**config.mk**
```make
export PLATFORM = sky130hd
export DESIGN_NAME = pipe_hazard_ctrl
export DESIGN_NICKNAME = d
export VERILOG_FILES = /design/src/rtl/pipe_ctrl_pkg.sv /design/src/rtl/load_use_detect.sv /design/src/rtl/pipe_hazard_ctrl.sv
export SDC_FILE = /design/constraint.sdc
export NUM_CORES = 1
export LEC_CHECK = 0
export CAP_MARGIN = 20
export CORE_MARGIN = 2
export CORE_UTILIZATION = 36
export DETAILED_ROUTE_END_ITERATION = 12
export PLACE_DENSITY = 0.79
export SYNTH_ARGS = -nofsm -noshare
export SYNTH_HDL_FRONTEND = slang
export SYNTH_SLANG_ARGS = --single-unit
```
**constraint.sdc**
```tcl
create_clock -name i_clk -period 2 [get_ports i_clk]
set_input_delay 0.2 -clock i_clk [delete_from_list [all_inputs] [get_ports i_clk]]
set_output_delay 0.2 -clock i_clk [all_outputs]
set_load 0.05 [all_outputs]
```
**src/rtl/pipe_ctrl_pkg.sv**
```systemverilog
// Shared state encoding and register-index constants for the pipeline stall/flush controller.
package pipe_ctrl_pkg;

  localparam int REG_IDX_W = 5;
  localparam logic [REG_IDX_W-1:0] REG_X0 = 5'd0;

  typedef enum logic [1:0] {
    RUN      = 2'd0,
    MEM_WAIT = 2'd1,
    MC_BUSY  = 2'd2,
    HALT     = 2'd3
  } state_t;

endpackage

```
**src/rtl/load_use_detect.sv**
```systemverilog
// Flags a decode-stage read of the register an in-flight EX load is about to write.
module load_use_detect
  import pipe_ctrl_pkg::*;
(
  input  logic                 ex_valid,
  input  logic                 ex_is_load,
  input  logic [REG_IDX_W-1:0] ex_rd_idx,
  input  logic                 id_valid,
  input  logic [REG_IDX_W-1:0] rs1_idx,
  input  logic                 rs1_used,
  input  logic [REG_IDX_W-1:0] rs2_idx,
  input  logic                 rs2_used,
  output logic                 hazard
);

  logic rs1_hit;
  logic rs2_hit;

  assign rs1_hit = rs1_used && (rs1_idx == ex_rd_idx);
  assign rs2_hit = rs2_used && (rs2_idx == ex_rd_idx);

  // x0 is hardwired to zero, so a load targeting it never produces a real dependency
  assign hazard = ex_valid && ex_is_load && (ex_rd_idx != REG_X0) && id_valid
                  && (rs1_hit || rs2_hit);

endmodule

```
**src/rtl/pipe_hazard_ctrl.sv**
```systemverilog
// Stall/flush sequencer for the PC, F/D, D/E and E/M registers of the 4-stage core.
// Optional stall-cycle counter enabled with `define PIPE_HAZARD_CTRL_PERF_EN.
module pipe_hazard_ctrl
  import pipe_ctrl_pkg::*;
#(
  parameter int MC_LAT = 4
) (
  input  logic                 i_clk,
  input  logic                 i_rst,
  input  logic                 i_id_valid,
  input  logic [REG_IDX_W-1:0] i_id_rs1_idx,
  input  logic [REG_IDX_W-1:0] i_id_rs2_idx,
  input  logic                 i_id_rs1_used,
  input  logic                 i_id_rs2_used,
  input  logic                 i_ex_valid,
  input  logic                 i_ex_is_load,
  input  logic [REG_IDX_W-1:0] i_ex_rd_idx,
  input  logic                 i_ex_is_mc,
  input  logic                 i_ex_is_eof,
  input  logic                 i_ex_branch_taken,
  input  logic                 i_mem_req,
  input  logic                 i_mem_ack,
  output logic                 o_pc_en,
  output logic                 o_fd_en,
  output logic                 o_de_en,
  output logic                 o_em_en,
  output logic                 o_de_bubble,
  output logic                 o_fd_flush,
  output logic                 o_halt,
  output logic [1:0]           o_state
`ifdef PIPE_HAZARD_CTRL_PERF_EN
  ,
  output logic [31:0]          o_stall_cnt
`endif
);

  // mc_cnt is 2 bits wide, so MC_LAT must stay within 2..5
  localparam logic [1:0] MC_INIT = 2'(MC_LAT - 2);

  state_t     state, state_nx;
  logic [1:0] mc_cnt, mc_cnt_nx;
  logic       load_use;
  logic       pc_en, fd_en, de_en, em_en, de_bubble, fd_flush, halt;

  load_use_detect u_load_use (
    .ex_valid   (i_ex_valid),
    .ex_is_load (i_ex_is_load),
    .ex_rd_idx  (i_ex_rd_idx),
    .id_valid   (i_id_valid),
    .rs1_idx    (i_id_rs1_idx),
    .rs1_used   (i_id_rs1_used),
    .rs2_idx    (i_id_rs2_idx),
    .rs2_used   (i_id_rs2_used),
    .hazard     (load_use)
  );

  always_ff @(posedge i_clk) begin
    if (i_rst) begin
      state  <= RUN;
      mc_cnt <= 2'd0;
    end else begin
      state  <= state_nx;
      mc_cnt <= mc_cnt_nx;
    end
  end

  always_comb begin
    state_nx  = state;
    mc_cnt_nx = mc_cnt;
    pc_en     = 1'b1;
    fd_en     = 1'b1;
    de_en     = 1'b1;
    em_en     = 1'b1;
    de_bubble = 1'b0;
    fd_flush  = 1'b0;
    halt      = 1'b0;
    case (state)
      RUN: begin
        if (i_mem_req && !i_mem_ack) begin
          {pc_en, fd_en, de_en, em_en} = 4'b0000;
          state_nx = MEM_WAIT;
        end else if (i_ex_valid && i_ex_is_mc) begin
          {pc_en, fd_en, de_en, em_en} = 4'b0000;
          mc_cnt_nx = MC_INIT;
          state_nx  = MC_BUSY;
        end else if (i_ex_valid && i_ex_is_eof) begin
          {pc_en, fd_en, de_en, em_en} = 4'b0000;
          state_nx = HALT;
        end else if (i_ex_valid && i_ex_branch_taken) begin
          fd_flush  = 1'b1;
          de_bubble = 1'b1;
        end else if (load_use) begin
          pc_en     = 1'b0;
          fd_en     = 1'b0;
          de_bubble = 1'b1;
        end
      end
      // the ack cycle releases the pipe without evaluating any RUN hazard
      MEM_WAIT: begin
        if (i_mem_ack) begin
          state_nx = RUN;
        end else begin
          {pc_en, fd_en, de_en, em_en} = 4'b0000;
        end
      end
      MC_BUSY: begin
        if (mc_cnt != 2'd0) begin
          {pc_en, fd_en, de_en, em_en} = 4'b0000;
          mc_cnt_nx = mc_cnt - 2'd1;
        end else begin
          state_nx = RUN;
        end
      end
      HALT: begin
        {pc_en, fd_en, de_en, em_en} = 4'b0000;
        halt = 1'b1;
      end
      default: state_nx = RUN;
    endcase
  end

  assign o_pc_en     = pc_en     && !i_rst;
  assign o_fd_en     = fd_en     && !i_rst;
  assign o_de_en     = de_en     && !i_rst;
  assign o_em_en     = em_en     && !i_rst;
  assign o_de_bubble = de_bubble && !i_rst;
  assign o_fd_flush  = fd_flush  && !i_rst;
  assign o_halt      = halt      && !i_rst;
  assign o_state     = state;

`ifdef PIPE_HAZARD_CTRL_PERF_EN
  always_ff @(posedge i_clk) begin
    if (i_rst) begin
      o_stall_cnt <= 32'd0;
    end else if (!pc_en && (state != HALT) && (o_stall_cnt != 32'hFFFF_FFFF)) begin
      o_stall_cnt <= o_stall_cnt + 32'd1;
    end
  end
`endif

endmodule

```
# Word level (Yosys, flattened, before mapping)
# Index checks and enable logic that the tools add are counted.
[totals] reg_bits=4 latch_bits=0 ramBits=0 rom_bits=0 input_bits=27 output_inout_bits=9 elab_cells=73 n_memories=0
[classes] addsub=1 n_mul=0 n_div=0 n_lt_le_gt_ge=0 eq_ne=11 shift=0 muxes=34 n_bitwise=0 n_reduce_logical=25
[op_table] cell="1-bit 2-to-1 mux" n=22
[op_table] cell="2-bit 2-to-1 mux" n=8
[op_table] cell="1-bit logical AND" n=15
[op_table] cell="5-bit == test" n=2
[op_table] cell="2-bit != test, second input constant" n=5
[op_table] cell="1-bit case mux with 4 select lines" n=2
[op_table] cell="4-bit AND reduction" n=2
[op_table] cell="2-bit case mux with 3 select lines" n=1
[op_table] cell="5-bit nonzero test" n=1
[op_table] cell="2-bit == test, second input constant" n=2
[op_table] cell="4-bit != test, second input constant" n=1
[op_table] cell="2-bit case mux with 2 select lines" n=1
[op_table] cell="2-bit nonzero test" n=2
[op_table] cell="3-bit nonzero test" n=1
[op_table] cell="2-bit by 1-bit == test with 1-bit output, second input constant" n=1
[op_table] cell="1-bit logical NOT" n=2
[op_table] cell="2-bit logical NOT" n=1
[op_table] cell="2-bit by 1-bit subtractor with 2-bit output, second input constant" n=1
[op_table] cell="1-bit logical OR" n=1

# Longest topological paths before layout
# Gate-level depths: netlist of the first run.
[depth] ltp_word=11 ltp_mapped=7 mapped_depth_nobuf=6

# Hierarchy
# From an unflattened synthesis of the first run, not the netlist that was laid out.
[unflattened] cells_unflattened=72 area_unflattened_um2=555.5
[by_module_without_submodules] mod="pipe_hazard_ctrl" n_inst=1 cells_per_inst=55 area_each_um2=424.2 seq_area_each_um2=80.1
[by_module_without_submodules] mod="load_use_detect" n_inst=1 cells_per_inst=17 area_each_um2=131.4 seq_area_each_um2=0.0

# Worst setup path before layout of the first run
# Ideal clock, no wire load.
[synth_timing] path_type="register -> output" startpoint="reg state[0] (netlist: o_state[0])" endpoint="out o_pc_en" arrival_time_ns=2.886 required_time_ns=1.800 setup_slack_ns=-1.086 path_stages_with_launch=6 path_buffers=1 path_cell_list="dfxtp_1 > inv_1 > ha_1 > and3_1 > a211oi_1 > buf_4"
[synth_between] elab_chain_len=3 word_cells_on_any_way=6 cone_classes="3 x eq/ne; 1 x mux; 2 x reduce/logical"
[synth_lines] item="from (decl)" line="pipe_hazard_ctrl.sv:40" source="state_t state, state_nx;"
[synth_lines] item="from (signal assigned)" line="pipe_hazard_ctrl.sv:62" source="state <= state_nx;"
[synth_lines] item="2-bit == test (tied with other cells)"
[synth_lines] item="1-bit case mux with 4 select lines *"
[synth_lines] item="1-bit logical AND *"
[synth_lines] item="to (decl)" line="pipe_hazard_ctrl.sv:23" source="output logic o_pc_en,"
# Every way passes the cells marked *; elsewhere a longest branch is shown, timed or not.

# Worst setup path after layout of the first run
[layout_timing] startpoint="in i_ex_rd_idx[3]" endpoint="out o_fd_en"
[layout_between] elab_chain_len=11 word_cells_on_any_way=16 cone_classes="2 x eq/ne; 6 x mux; 8 x reduce/logical"
[layout_lines] item="from (decl)" line="pipe_hazard_ctrl.sv:17" source="input logic [REG_IDX_W-1:0] i_ex_rd_idx,"
[layout_lines] item="5-bit == test (tied with other cells)" line="load_use_detect.sv:19" source="assign rs1_hit = rs1_used && (rs1_idx == ex_rd_idx);"
[layout_lines] item="1-bit logical AND, on equally long branches" line="load_use_detect.sv:19, load_use_detect.sv:20, load_use_detect.sv:23"
[layout_lines] item="1-bit logical OR / 1-bit logical AND (equally long branches)" line="load_use_detect.sv:24, load_use_detect.sv:23"
[layout_lines] item="1-bit logical AND *" line="load_use_detect.sv:24" source="&& (rs1_hit || rs2_hit);"
[layout_lines] item="1-bit 2-to-1 mux *" line="pipe_hazard_ctrl.sv:92" source="end else if (load_use) begin"
[layout_lines] item="1-bit 2-to-1 mux *" line="pipe_hazard_ctrl.sv:89" source="end else if (i_ex_valid && i_ex_branch_taken) begin"
[layout_lines] item="1-bit 2-to-1 mux *" line="pipe_hazard_ctrl.sv:86" source="end else if (i_ex_valid && i_ex_is_eof) begin"
[layout_lines] item="1-bit 2-to-1 mux *" line="pipe_hazard_ctrl.sv:82" source="end else if (i_ex_valid && i_ex_is_mc) begin"
[layout_lines] item="1-bit 2-to-1 mux *" line="pipe_hazard_ctrl.sv:79" source="if (i_mem_req && !i_mem_ack) begin"
[layout_lines] item="1-bit case mux with 4 select lines *" line="pipe_hazard_ctrl.sv:77" source="case (state)"
[layout_lines] item="1-bit logical AND *" line="pipe_hazard_ctrl.sv:123" source="assign o_fd_en = fd_en && !i_rst;"
[layout_lines] item="to (decl)" line="pipe_hazard_ctrl.sv:24" source="output logic o_fd_en,"
# Marks and branches as above.

==> results of run 1 <==
## stage by stage
step,hold slack [ps],instance area [um2],TNS [ps],utilization (%),instances
floorplan,430,608,0,-,74
global placement,500,1020,0,68.2,124
detailed placement,509,1020,0,68.2,124
CTS,513,1040,0,70.0,128
global route,553,1070,-1.37,72.1,128
finish,504,1070,0,72.1,128
## logic make-up after synthesis
kind of cell	synth area share [%]
AO/OA/AOI/OAI	19.5
buffers and inverters	7.24
adder cells (fa/ha/maj)	11.0
flip-flops	14.0
AND/OR/NAND/NOR	32.9
XOR/XNOR	15.4
## report_power, final
| part | internal [W] | switching [W] | leakage (nW) |
|---|---|---|---|
| registers | 0.000119 | 0.0000258 | 0.0342 |
| clock network | 0.0000751 | 0.0000364 | 0.0150 |
| logic | 0.000332 | 0.000439 | 0.368 |
| total | 0.000526 | 0.000501 | 0.417 |
## registers in the layout (all words and copies together) (netlist names)
name,count
o_state,2
mc_cnt,2
## final timing paths
| path | cells after the start | from | slack, ps | to |
|---|---|---|---|---|
| max reg2reg | 6 | o_state[0] | 410 | o_state[1] |
| max | 6 | i_ex_rd_idx[3] | 90 | o_fd_en |
| min | 2 | mc_cnt[1] | 500 | mc_cnt[1] |
| min reg2reg | 2 | mc_cnt[1] | 500 | mc_cnt[1] |
## final cells by class
type | count | area, um2 | area share [%]
Tap cell | 16 | 20.0 | 1.86
Timing Repair Buffer | 37 | 415 | 38.7
Sequential cell | 4 | 87.6 | 8.16
Inverter | 6 | 22.5 | 2.10
Clock buffer | 4 | 26.3 | 2.45
Multi-Input combinational cell | 61 | 502 | 46.7
## worst max-delay path: cells and delay by family
| family | cells | cell delay (ps) |
|---|---|---|
| compound gates | 2 | 450 |
| simple gates | 2 | 370 |
| buf+inv | 2 | 690 |
## layout by cell type (no fill, tap or decap), types with 2 or more instances in the layout
| cell type | instances |
|---|---|
| a21oi_1 | 3 |
| buf_12 | 5 |
| buf_4 | 4 |
| clkbuf_4 | 3 |
| clkdlybuf4s50_1 | 26 |
| dfxtp_1 | 2 |
| dfxtp_4 | 2 |
| dlymetal6s2s_1 | 2 |
| ha_1 | 4 |
| inv_1 | 6 |
| nand2_1 | 4 |
| nand3_1 | 3 |
| nand4_1 | 2 |
| nand4b_1 | 2 |
| nor2_1 | 4 |
| nor2_2 | 2 |
| nor2b_1 | 2 |
| o21ai_0 | 3 |
| xnor2_1 | 10 |
## per-layer routing
metal	vias to the layer above	global-route usage, %	share of wire (%)
met5	-	0	0
met3	6	7.50	6.9
met2	28	33.8	52
met4	0	5.45	1.9
met1	318	23.4	39
li1	337	-	-
==> results.sh, run 1 <==
export IMPL_gp_congestion=0.852
export IMPL_clk_pin_slew_worst_paths_ps=40
export IMPL_fin_ws_ps=90.1
export IMPL_start_kind="input pin"
export IMPL_cp_max_fo=3
export IMPL_yosysWarnings=0
export IMPL_cts_max_level=1
export IMPL_ys_top_cells_by_count="xnor2_1, inv_1, nor2_1, ha_1"
export IMPL_cp_required_ps=1800
export IMPL_yosysUniqueCellTypes=32
export IMPL_netlist_instances=74
export IMPL_crit_slowest_cell="clkdlybuf4s50_1"
export IMPL_first_global_vias=638
export IMPL_drive_gt1_share_pct=25.9
export IMPL_core_area_um2=1490
export IMPL_cts_tree="built"
export IMPL_synth_largest_area_cell="xnor2_1"
export IMPL_cp_arrival_ps=1710
export IMPL_period_share_pct=95.5
export IMPL_wl_per_cell_um=14.5
export IMPL_yosysSeqAreaShare_pct=14.0
export IMPL_grt_max_degree=10
export IMPL_crit_path_end_kind="output pin"
export IMPL_clkLatencyLatePin_ps=240
export IMPL_die_area_um2=1920
export IMPL_finalSetupViolCount=0
export IMPL_cpPeakStageDelay_ps=510
export IMPL_drc=0
export IMPL_syn_to_final_growth_pct=88.2
export IMPL_initial_core_util_pct=38.3
export IMPL_drv_cap=0
export IMPL_ant_nets=0
export IMPL_worstMarginPinSlew_ps=515
export IMPL_setup_worst_path_class="input pin to output pin"
export IMPL_nets=145
export IMPL_synth_most_common_cell="xnor2_1"
export IMPL_ctsResizeCount=0
export IMPL_total_power_w=0.00103
export IMPL_cts_buffer_depth=2
export IMPL_grt_pass1_wl_um=2770
export IMPL_power_leakage_nw=0.417
export IMPL_drt_wl_total_um=1850
export IMPL_viasPerCell=5.38
export IMPL_cts_buffers=3
export IMPL_antenna_found_initial=0
export IMPL_ios=36
export IMPL_clock_root_buffer="clkbuf_4"
export IMPL_cts_sinks=4
export IMPL_place_ws_ps=76.3
export IMPL_slew_headroom_pct=65.5
export IMPL_synthArstFlopShare_pct=0
export IMPL_die_y_um=43.8
export IMPL_p_per_area_nw_per_um2=957
export IMPL_groute_usage_overall_pct=19.9
export IMPL_portBuffers=35
export IMPL_overflow=0
export IMPL_maxSlewViolCount=0
export IMPL_antenna_cells=0
export IMPL_min_period_ps=1910
export IMPL_dieWidth_um=43.8
export IMPL_final_hold_viol_count=0
export IMPL_synth_edf_count=0
export IMPL_dr_pass1_iters=4
export IMPL_netlist_area_leader_share_pct=15.4
export IMPL_hp_class="flop to flop"
export IMPL_cp_cell_sequence="clkdlybuf4s50_1 > nor3_2 > a21oi_1 > and3_1 > a211oi_4 > buf_12"
export IMPL_max_freq_mhz=524
export IMPL_syn_area_um2=571
export IMPL_synthFlopType="dfxtp_1"
export IMPL_rows=14
export IMPL_syn_avg_cell_area_um2=7.71
export IMPL_ir_drop_mv=0.766
export IMPL_hpwl_um=1520
export IMPL_ys_seq_elements=4
export IMPL_status="complete, no violations"
export IMPL_fillCellCount=120
export IMPL_cts_hold_buffers=0
export IMPL_mappedNetlistNets=106
export IMPL_cts_setup_buffers=0
export IMPL_fin_skew_ps=2.87
export IMPL_drt_iter0_markers=19
export IMPL_num_vias=689
export IMPL_synth_area_leaders="xnor2_1, dfxtp_1, ha_1"
No activity file was read; power rests on OpenSTA's default activity.
==> run 2: changes to the inputs <==
--- a/config.mk
+++ b/config.mk
@@ -9,7 +9,7 @@
 export CORE_MARGIN = 2
 export CORE_UTILIZATION = 36
 export DETAILED_ROUTE_END_ITERATION = 12
-export PLACE_DENSITY = 0.79
+export PLACE_DENSITY_LB_ADDON = 0.1
 export SYNTH_ARGS = -nofsm -noshare
 export SYNTH_HDL_FRONTEND = slang
 export SYNTH_SLANG_ARGS = --single-unit
==> results.sh, run 2 (synthesized netlist as in run 1, its figures left out) <==
export IMPL_status="complete, no violations"
export IMPL_p_per_area_nw_per_um2=952
export IMPL_r2r_slack_ps=460
export IMPL_rsz0062_at_grt="no"
export IMPL_dpl_cell_area_um2=1020
export IMPL_gp_congestion=0.811
export IMPL_cts_buffer_depth=2
export IMPL_cts_sinks=4
export IMPL_clkLatencyLatePin_ps=240
export IMPL_power_leakage_nw=0.392
export IMPL_finalSetupTns_ps=0
export IMPL_die_area_um2=1920
export IMPL_cp_max_fo=3
export IMPL_portBuffers=35
export IMPL_layout_commonest_cell="clkdlybuf4s50_1"
export IMPL_antenna_found_initial=0
export IMPL_hold_ws_ps=518
export IMPL_wl_per_cell_um=11.5
export IMPL_core_area_um2=1490
export IMPL_fin_skew_ps=11.3
export IMPL_viasPerCell=5.17
export IMPL_final_cell_mix="clkdlybuf4s50_1, xnor2_1, inv_1"
export IMPL_maxSlewViolCount=0
export IMPL_num_vias=662
export IMPL_sw_frac_of_total_pct=47.6
export IMPL_drive_gt1_share_pct=24.1
export IMPL_cts_hold_buffers=0
export IMPL_p_comb_share_pct=74.7
export IMPL_antenna_cells=0
export IMPL_seqPwrFrac_pct=14.5
export IMPL_cp_arrival_ps=1690
export IMPL_ios=36
export IMPL_p_int_w=0.000525
export IMPL_min_period_ps=1890
export IMPL_groute_usage_overall_pct=17.2
export IMPL_fillCellCount=124
export IMPL_overflow=0
export IMPL_syn_to_final_growth_pct=84.4
export IMPL_ir_drop_mv=0.731
export IMPL_drv_cap=0
export IMPL_pwr_share_clk_pct=10.8
export IMPL_slew_headroom_pct=66.1
export IMPL_drc=0
export IMPL_initial_core_util_pct=38.3
export IMPL_ant_nets=0
export IMPL_cts_max_level=1
export IMPL_worstMarginPinSlew_ps=506
export IMPL_start_kind="input pin"
export IMPL_first_global_vias=609
export IMPL_grt_max_degree=10
export IMPL_final_core_util_pct=70.7
export IMPL_place_ws_ps=93.7
export IMPL_crit_path_end_kind="output pin"
export IMPL_stdcell_area_um2=1050
export IMPL_drt_iter0_markers=3
export IMPL_dieWidth_um=43.8
export IMPL_cts_buffers=3
export IMPL_period_share_pct=94.7
export IMPL_p_switching_w=0.000477
export IMPL_clk_pin_slew_worst_paths_ps=30
export IMPL_grt_pass1_wl_um=2520
export IMPL_setup_worst_path_class="input pin to output pin"
export IMPL_die_y_um=43.8
export IMPL_nets=145
export IMPL_clock_root_buffer="clkbuf_4"
export IMPL_max_freq_mhz=528
export IMPL_drt_wl_total_um=1470
export IMPL_hpwl_um=1300
export IMPL_dr_pass1_iters=4
export IMPL_hp_class="flop to flop"
export IMPL_finalSetupViolCount=0
export IMPL_rows=14
export IMPL_cp_required_ps=1800
export IMPL_cts_tree="built"
export IMPL_final_hold_viol_count=0
export IMPL_fin_ws_ps=106
run 2: cell types whose count changed in the layout (fill, tap and decap cells not counted), sizes merged:
cell,change
dlymetal6s2s,-2
clkdlybuf4s50,+2
run 2: cell type report:
type                       count  area [um2]  area share (%)
multi-input combinational     61         485            46.1
timing repair buffer          37         410            39.0
sequential                     4        87.6            8.32
clock buffer                   4        26.3            2.50
inverter                       6        22.5            2.14
tap                           16        20.0            1.90
run 2: path summary, 6_finish.rpt:
| kind | startpoint | to | cells after the start |
|---|---|---|---|
| worst max register to register | o_state[1] | o_state[0] | 6 |
| worst min-delay path | mc_cnt[1] | mc_cnt[1] | 2 |
| worst min register to register | mc_cnt[1] | mc_cnt[1] | 2 |
| worst max-delay path | i_ex_rd_idx[1] | o_fd_en | 6 |
run 2: critical path: stages:
cell and delay (ps):
clkdlybuf4s50_1 470, nor3_1 200, a21oi_1 100, and3_1 210
a211oi_4 320, buf_12 180
run 2: through the flow:
step | power [W] | instances
2_1_floorplan | 0.000644 | 74
3_3_place_gp | 0.000862 | 124
3_5_place_dp | 0.000880 | 124
4_1_cts | 0.000996 | 128
5_1_grt | 0.00109 | 128
6_report | 0.00100 | 128
run 2: metal layers:
| layer | part of all wire, % | vias to the layer above | GRT usage (%) |
|---|---|---|---|
| li1 | - | 342 | - |
| met1 | 41 | 300 | 20.6 |
| met2 | 54 | 20 | 31.2 |
| met3 | 5.2 | 0 | 6.25 |
| met4 | 0 | 0 | 0 |
| met5 | 0 | - | 0 |
run 2: power by group through the flow:
| stage | Sequential (W) | Combinational [W] | Clock (W) |
|---|---|---|---|
| floorplan | 0.000203 | 0.000441 | 0 |
| global placement | 0.000145 | 0.000717 | 0 |
| detailed placement | 0.000148 | 0.000732 | 0 |
| CTS | 0.000146 | 0.000735 | 0.000115 |
| global route | 0.000152 | 0.000812 | 0.000122 |
| finish | 0.000145 | 0.000748 | 0.000108 |
run 2: what timing repair did:
item / 4_1_cts / 5_1_grt
setup endpoints to repair: 0 / 5
resized for setup: 0 / 4
setup buffers: 0 / 0
==> run 3: changes to the inputs <==
--- a/config.mk
+++ b/config.mk
@@ -6,9 +6,10 @@
 export NUM_CORES = 1
 export LEC_CHECK = 0
 export CAP_MARGIN = 20
-export CORE_MARGIN = 2
-export CORE_UTILIZATION = 36
+export CORE_AREA = 2 2 39 41
 export DETAILED_ROUTE_END_ITERATION = 12
+export DIE_AREA = 0 0 41 43
+export DONT_BUFFER_PORTS = 1
 export PLACE_DENSITY_LB_ADDON = 0.1
 export SYNTH_ARGS = -nofsm -noshare
 export SYNTH_HDL_FRONTEND = slang
==> results.sh, run 3 (synthesized netlist as in run 1, its figures left out) <==
export IMPL_slew_headroom_pct=76.9
export IMPL_drive_gt1_share_pct=28.4
export IMPL_ios=36
export IMPL_worstMarginPinSlew_ps=347
export IMPL_drt_wl_total_um=1230
export IMPL_p_int_w=0.000432
export IMPL_rsz0062_at_grt="no"
export IMPL_cts_buffers=3
export IMPL_drv_cap=0
export IMPL_final_hold_viol_count=0
export IMPL_p_comb_share_pct=63.7
export IMPL_pwr_share_clk_pct=12.5
export IMPL_num_vias=558
export IMPL_nets=114
export IMPL_groute_usage_overall_pct=14.7
export IMPL_cp_max_fo=8
export IMPL_cts_setup_buffers=0
export IMPL_cts_buffer_depth=2
export IMPL_clkLatencyLatePin_ps=240
export IMPL_cp_arrival_ps=1720
export IMPL_finalSetupViolCount=0
export IMPL_max_freq_mhz=520
export IMPL_antenna_found_initial=0
export IMPL_cts_sinks=4
export IMPL_first_global_vias=505
export IMPL_layout_commonest_cell="xnor2_1"
export IMPL_final_cell_mix="xnor2_1, inv_1, nand2_1, nor2_1"
export IMPL_min_period_ps=1920
export IMPL_dieWidth_um=41
export IMPL_cp_required_ps=1800
export IMPL_sw_frac_of_total_pct=50.9
export IMPL_power_leakage_nw=0.265
export IMPL_die_y_um=43
export IMPL_hp_class="input pin to flop"
export IMPL_p_per_area_nw_per_um2=1200
export IMPL_p_switching_w=0.000447
export IMPL_clock_root_buffer="clkbuf_4"
export IMPL_dr_pass1_iters=2
export IMPL_clk_pin_slew_worst_paths_ps=40
export IMPL_status="complete, no violations"
export IMPL_crit_path_end_kind="output pin"
export IMPL_start_kind="flop"
export IMPL_portBuffers=0
export IMPL_drt_iter0_markers=6
export IMPL_initial_core_util_pct=41.2
export IMPL_fin_cells=97
export IMPL_fin_skew_ps=10.6
export IMPL_rows=14
export IMPL_syn_to_final_growth_pct=27.9
export IMPL_viasPerCell=5.75
export IMPL_total_power_w=0.000879
export IMPL_hold_ws_ps=23.2
export IMPL_setup_worst_path_class="flop to output pin"
export IMPL_fillCellCount=141
export IMPL_overflow=0
export IMPL_cts_tree="built"
export IMPL_cts_max_level=1
export IMPL_hpwl_um=1040
export IMPL_drc=0
export IMPL_gp_congestion=0.740
export IMPL_period_share_pct=96.1
export IMPL_grt_max_degree=10
export IMPL_die_area_um2=1760
export IMPL_placed_cells=92
export IMPL_finalSetupTns_ps=0
export IMPL_core_area_um2=1380
export IMPL_ant_nets=0
export IMPL_seqPwrFrac_pct=23.7
export IMPL_ir_drop_mv=0.598
export IMPL_grt_pass1_wl_um=1830
export IMPL_wl_per_cell_um=12.6
export IMPL_maxSlewViolCount=0
export IMPL_antenna_cells=0
==> run 3: changes by cell type in the layout (fill, tap and decap cells not counted), sizes merged <==
cell	delta
clkdlybuf4s50	-28
buf	-4
dlygate4sd3	+1
==> run 3: path summary, 6_finish.rpt <==
kind | from | endpoint | slack, ps | depth (start not counted)
hold reg to reg | mc_cnt[1] | mc_cnt[1] | 500 | 2
setup / recovery | o_state[0] | o_pc_en | 80 | 6
setup reg to reg | o_state[1] | o_state[0] | 310 | 6
hold / removal | i_rst | o_state[0] | 20 | 1
==> run 3: cell type report <==
| class | instances | area [um2] | area share, % |
|---|---|---|---|
| Clock buffer | 4 | 26.3 | 3.60 |
| Inverter | 6 | 22.5 | 3.09 |
| Multi-Input combinational cell | 61 | 488 | 66.9 |
| Sequential cell | 4 | 87.6 | 12.0 |
| Tap cell | 16 | 20.0 | 2.74 |
| Timing Repair Buffer | 6 | 85.1 | 11.7 |
==> run 3: worst max-delay path: stages (launching register included) <==
cell and delay (ps):
dfxtp_4 400, inv_1 110, ha_2 260, and3_2 230, nor2_2 70, a211oi_4 190
buf_12 210
==> run 3: repair_timing <==
| item | CTS | global route |
|---|---|---|
| setup endpoints to repair | 4 | 5 |
| cloned | 0 | 0 |
| hold endpoints to repair | 0 | 1 |
| resized for setup | 1 | 3 |
| hold buffers | 0 | 1 |
==> run 3: metrics by stage <==
step	worst slack, ps	instance area [um2]	util, %
after floorplan	27.8	608	-
after global placement	247	681	49.2
after detailed placement	227	681	49.2
after CTS	0.831	709	51.3
after global routing	3.44	729	52.7
final	77.8	729	52.7
==> run 3: power groups by stage <==
stage / Clock [W] / Sequential, W / Combinational [W]
floorplan: 0 / 0.000203 / 0.000441
global placement: 0 / 0.000210 / 0.000539
detailed placement: 0 / 0.000210 / 0.000542
CTS: 0.000118 / 0.000208 / 0.000549
global route: 0.000126 / 0.000212 / 0.000606
finish: 0.000110 / 0.000208 / 0.000560
==> run 3: metal layers <==
| metal | track usage [%] | vias to the layer above | share of wire (%) |
|---|---|---|---|
| li1 | - | 277 | - |
| met1 | 16.3 | 262 | 39 |
| met2 | 25.6 | 19 | 53 |
| met3 | 5.24 | 0 | 7.7 |
| met4 | 2.67 | 0 | 0 |
| met5 | 0 | - | 0 |
